## src/rtl/timer_counter.sv

```systemverilog
// Runtime-programmable timer/counter: prescaled up/down/up-down counting,
// one-shot or periodic, synchronous load, compare match and PWM output.
module timer_counter #(
  parameter int WIDTH          = 16,
  parameter int PRESCALE_WIDTH = 8
) (
  input  logic                      clk,
  input  logic                      rst,
  input  logic                      enable,
  input  logic                      halt,
  input  logic [1:0]                mode,
  input  logic                      one_shot,
  input  logic [PRESCALE_WIDTH-1:0] prescale,
  input  logic [WIDTH-1:0]          top,
  input  logic [WIDTH-1:0]          compare,
  input  logic                      load,
  input  logic [WIDTH-1:0]          load_value,
  output logic [WIDTH-1:0]          value,
  output logic                      direction,
  output logic                      running,
  output logic                      wrap,
  output logic                      match,
  output logic                      pwm
);

  typedef enum logic [1:0] {
    MODE_UP     = 2'b00,
    MODE_DOWN   = 2'b01,
    MODE_UPDOWN = 2'b10,
    MODE_RSVD   = 2'b11
  } mode_t;

  logic [PRESCALE_WIDTH-1:0] p, p_n;
  logic [WIDTH-1:0]          value_n;
  logic                      done, done_n;
  logic                      dir_reg, dir_n;
  logic                      wrap_n, match_n, pwm_n, direction_n;
  logic                      step;
  mode_t                     mode_e;

  assign mode_e  = mode_t'(mode);
  assign running = enable && !done;

  always_comb begin
    value_n = value;
    p_n     = p;
    done_n  = done;
    dir_n   = dir_reg;
    wrap_n  = 1'b0;
    match_n = 1'b0;
    step    = 1'b0;

    if (load) begin
      value_n = load_value;
      p_n     = '0;
      done_n  = 1'b0;
      dir_n   = 1'b1;
    end else if (halt) begin
      value_n = value;
    end else if (!enable) begin
      p_n    = '0;
      done_n = 1'b0;
    end else if (!done) begin
      // Equality (not >=) so a prescale lowered below p runs p out to all-ones
      if (p == prescale) begin
        p_n  = '0;
        step = 1'b1;
      end else begin
        p_n = p + 1'b1;
      end
    end

    if (step) begin
      case (mode_e)
        MODE_DOWN: begin
          if (value == '0) begin
            wrap_n = 1'b1;
            if (one_shot) done_n  = 1'b1;
            else          value_n = top;
          end else begin
            value_n = value - 1'b1;
          end
        end
        MODE_UPDOWN: begin
          // Top turnaround never terminates a one-shot; top==0 pins value at 0
          if (dir_reg && value >= top) begin
            wrap_n  = 1'b1;
            dir_n   = 1'b0;
            value_n = (value == '0) ? '0 : value - 1'b1;
          end else if (!dir_reg && value == '0) begin
            wrap_n = 1'b1;
            if (one_shot) begin
              done_n = 1'b1;
            end else begin
              dir_n   = 1'b1;
              value_n = (top == '0) ? '0 : value + 1'b1;
            end
          end else begin
            value_n = dir_reg ? value + 1'b1 : value - 1'b1;
          end
        end
        default: begin
          if (value >= top) begin
            wrap_n = 1'b1;
            if (one_shot) done_n  = 1'b1;
            else          value_n = '0;
          end else begin
            value_n = value + 1'b1;
          end
        end
      endcase
      match_n = (value_n == compare);
    end

    pwm_n = (value_n < compare);

    case (mode_e)
      MODE_DOWN:   direction_n = 1'b0;
      MODE_UPDOWN: direction_n = dir_n;
      default:     direction_n = 1'b1;
    endcase
  end

  always_ff @(posedge clk) begin
    if (rst) begin
      value     <= '0;
      p         <= '0;
      done      <= 1'b0;
      dir_reg   <= 1'b1;
      wrap      <= 1'b0;
      match     <= 1'b0;
      pwm       <= 1'b0;
      direction <= 1'b1;
    end else begin
      value     <= value_n;
      p         <= p_n;
      done      <= done_n;
      dir_reg   <= dir_n;
      wrap      <= wrap_n;
      match     <= match_n;
      pwm       <= pwm_n;
      direction <= direction_n;
    end
  end

endmodule

```

## config.mk

```make
export PLATFORM = sky130hd
export DESIGN_NAME = timer_counter
export DESIGN_NICKNAME = d
export VERILOG_FILES = /design/src/rtl/timer_counter.sv
export SDC_FILE = /design/constraint.sdc
export NUM_CORES = 1
export LEC_CHECK = 0
export CAP_MARGIN = 15
export CORE_ASPECT_RATIO = 1.4
export CORE_MARGIN = 3
export CORE_UTILIZATION = 40
export CTS_CLUSTER_DIAMETER = 40
export DETAILED_ROUTE_END_ITERATION = 10
export SYNTH_ARGS = -nofsm -noshare
export SYNTH_HDL_FRONTEND = slang
export SYNTH_SLANG_ARGS = --single-unit
```

## constraint.sdc

```tcl
create_clock -name clk -period 7.21 [get_ports clk]
set_input_delay 1.442 -clock clk [delete_from_list [all_inputs] [get_ports clk]]
set_output_delay 1.442 -clock clk [all_outputs]
set_load 0.01 [all_outputs]
```

==> flow_summary.ini <==
[placement]
placed_area_sq_um = 5840
place_congestion = 0.992
dp_worst_setup_slack_ns = 1.04
io_buffers = 84
hpwlAfterDp_um = 17200

[status]
status = finished clean

[critical_path]
ff2ff_setup_slack_ns = 2.29
crit_path_end_kind = flip-flop
arrival_ns = 6.22
cp-start-kind = input port
timing_worst_setup_path_type = input port to flip-flop
crit_path_start = top[15]
cp.required_ns = 7.43
critPathMaxFanout = 18
r2r-start = value[0]

[detailed_routing]
wl_um = 22200
drt-pass1-iter-count = 5
via_count = 5947
wl_per_cell_um = 24.7
drt-initial-drc-count = 479
drc_errors = 0
routed_via_density = 6.62
ant_nets = 0

[min_path]
hold_path_class = flip-flop to flip-flop
hold_start = p[7]

[job]
drv_cap = 0

[clock_tree]
clk_latency_ns = 0.28
htreeDepth = 2
cts.clk_slew.worst_paths_ns = 0.05
cts_root_buffer = clkbuf_16
postCtsResizedCells = 0
cts_tree = built
clockBufferDepth = 2
cts_made_buffers = 5
ctsHoldBuffers = 0
cts_setup_buffers = 0
clock-sinks = 30

[timing]
fin_worst_skew_ns = 0.00336
tightest_slew_ns = 1.17
slew_viol_final = 0
min_period_ns = 6.00
hold_violations = 0
fin_tns_setup_ns = 0
rsz0062_at_grt = false
worst_hold_slack_ns = 0.493
finalCritPeriodShare_pct = 83.3
slew_headroom_pct = 19.8
layout_setup_ws_ns = 1.21
timing.fmax_ghz = 0.167
setup_violations = 0

[yosys]
async_reset_ff_share_pct = 0
synth_area_leaders = dfxtp_1, ha_1, nand2_1
yosysMostFrequentCell = nand2_1
synth_top_area_share_pct = 12.1
yosys_warnings = 0
synth.largest_area_cell = dfxtp_1
synthCells = 701
synth_cell_types = 76
synth_common_cells = nand2_1, nor2_1, inv_1, o21ai_0, ha_1
synth-seq-area-share_pct = 12.1
synth_edf_count = 0
syn-cell-area_sq_um = 4980
synth.net_count = 801
avgSynthCellArea_sq_um = 7.10
ys.flop_type = dfxtp_1
ys_seq_elements = 30

[final_layout]
fillCellCount = 1233
top_regs = value x16, p x8
utilization_pct = 49.9
areaGrowthSynthToFinish_pct = 20.2
layout.nets = 851
multiInputGateArea_sq_um = 3980
seq_area_sq_um = 601
top_register = value
fin_area_sq_um = 5980
largest_reg_flops = 16
drive_above_1_share_pct = 6.12
antenna_cells = 0

[global_route]
grt_pass1_wl_um = 33100
grt_max_degree = 38
grt-ovfl-total = 0
grt_usage_pct = 31.0
antenna_found_initial = 0
grt_pass1_vias = 5594

[die]
die_h_um = 138
num_rows = 47
dieArea_sq_um = 13800
num_io_pins = 85
die_x_um = 100
initial_core_util_pct = 41.5
core-area_sq_um = 12000

[pwr]
leakage_nw = 2.38
ir_worst_vdd_uv = 91.4
powerDensity_nw_per_um2 = 130
-- critical path, stage by stage --
cell and delay (ns):
clkdlybuf4s50_1 0.53, inv_1 0.06, ha_1 0.30, nand4_1 0.16, or3_1 0.49, o31ai_4 0.66
nor2_1 0.43, a211o_1 0.36, o211ai_1 0.27, a21oi_1 0.14, ha_1 0.32, a21o_1 0.17
a21o_1 0.18, a21o_1 0.17, a21oi_1 0.14, nor2b_1 0.06, o21ai_0 0.17, nand2_1 0.08
nor2_1 0.09
-- logic make-up (layout without fill, tap and decap cells) --
family                     Yosys count  in the layout  synth area share [%]
and+or+nand+nor                    273            273                  29.1
AOI/OAI and AO/OA                  197            197                  28.3
buffers and inverters               94            145                  8.09
xor gates and xnor gates            44             44                  7.74
adders and majority gates           36             36                  9.05
DFF                                 30             30                  12.1
muxes                               27             27                  5.68
-- path summary, 6_finish.rpt --
kind                to  cells after the start
hold reg to reg   p[7]                      2
setup / recovery   pwm                     19
setup reg to reg   pwm                     20
hold / removal    p[7]                      2
-- report_power, final --
part / internal (mW) / switching, mW
Sequential: 0.173 / 0.0233
Combinational: 0.151 / 0.217
Clock: 0.137 / 0.0771
Total: 0.460 / 0.317
-- per-layer routing --
layer  vias up  track usage, %  share of wire, %
met5         -               0                 0
met4         0            21.4               9.0
met3       112            4.33               8.0
met2       368            50.7                47
met1      2752            36.6                36
li1       2715               -                 -
-- area by class of cell --
cell class / count / share of cell area, %
inverter: 43 / 2.70
clock inverter: 1 / 0.0836
sequential: 30 / 10.0
multi-input combinational: 577 / 66.4
clock buffer: 7 / 2.38
tap: 147 / 3.07
timing repair buffer: 94 / 15.3
-- metrics by stage --
step	power [mW]	instances
floorplan	0.420	701
global placement	0.557	891
detailed placement	0.556	891
CTS	0.772	899
global route	0.817	899
finish	0.778	899
-- cells in the final DEF, fill, tap and decap left out, types with 18 or more instances in the layout --
cell type,Yosys,routed
nor2b_1,21,21
xnor2_1,19,19
dfxtp_1,30,30
nand2_1,63,63
clkdlybuf4s50_1,0,84
ha_1,36,36
nor2_1,56,56
nor3_1,24,24
nand3_1,24,24
nor4_1,18,18
xor2_1,25,25
a21oi_1,33,33
inv_1,43,43
o21ai_0,38,38
(Power assumes the default switching activity.)
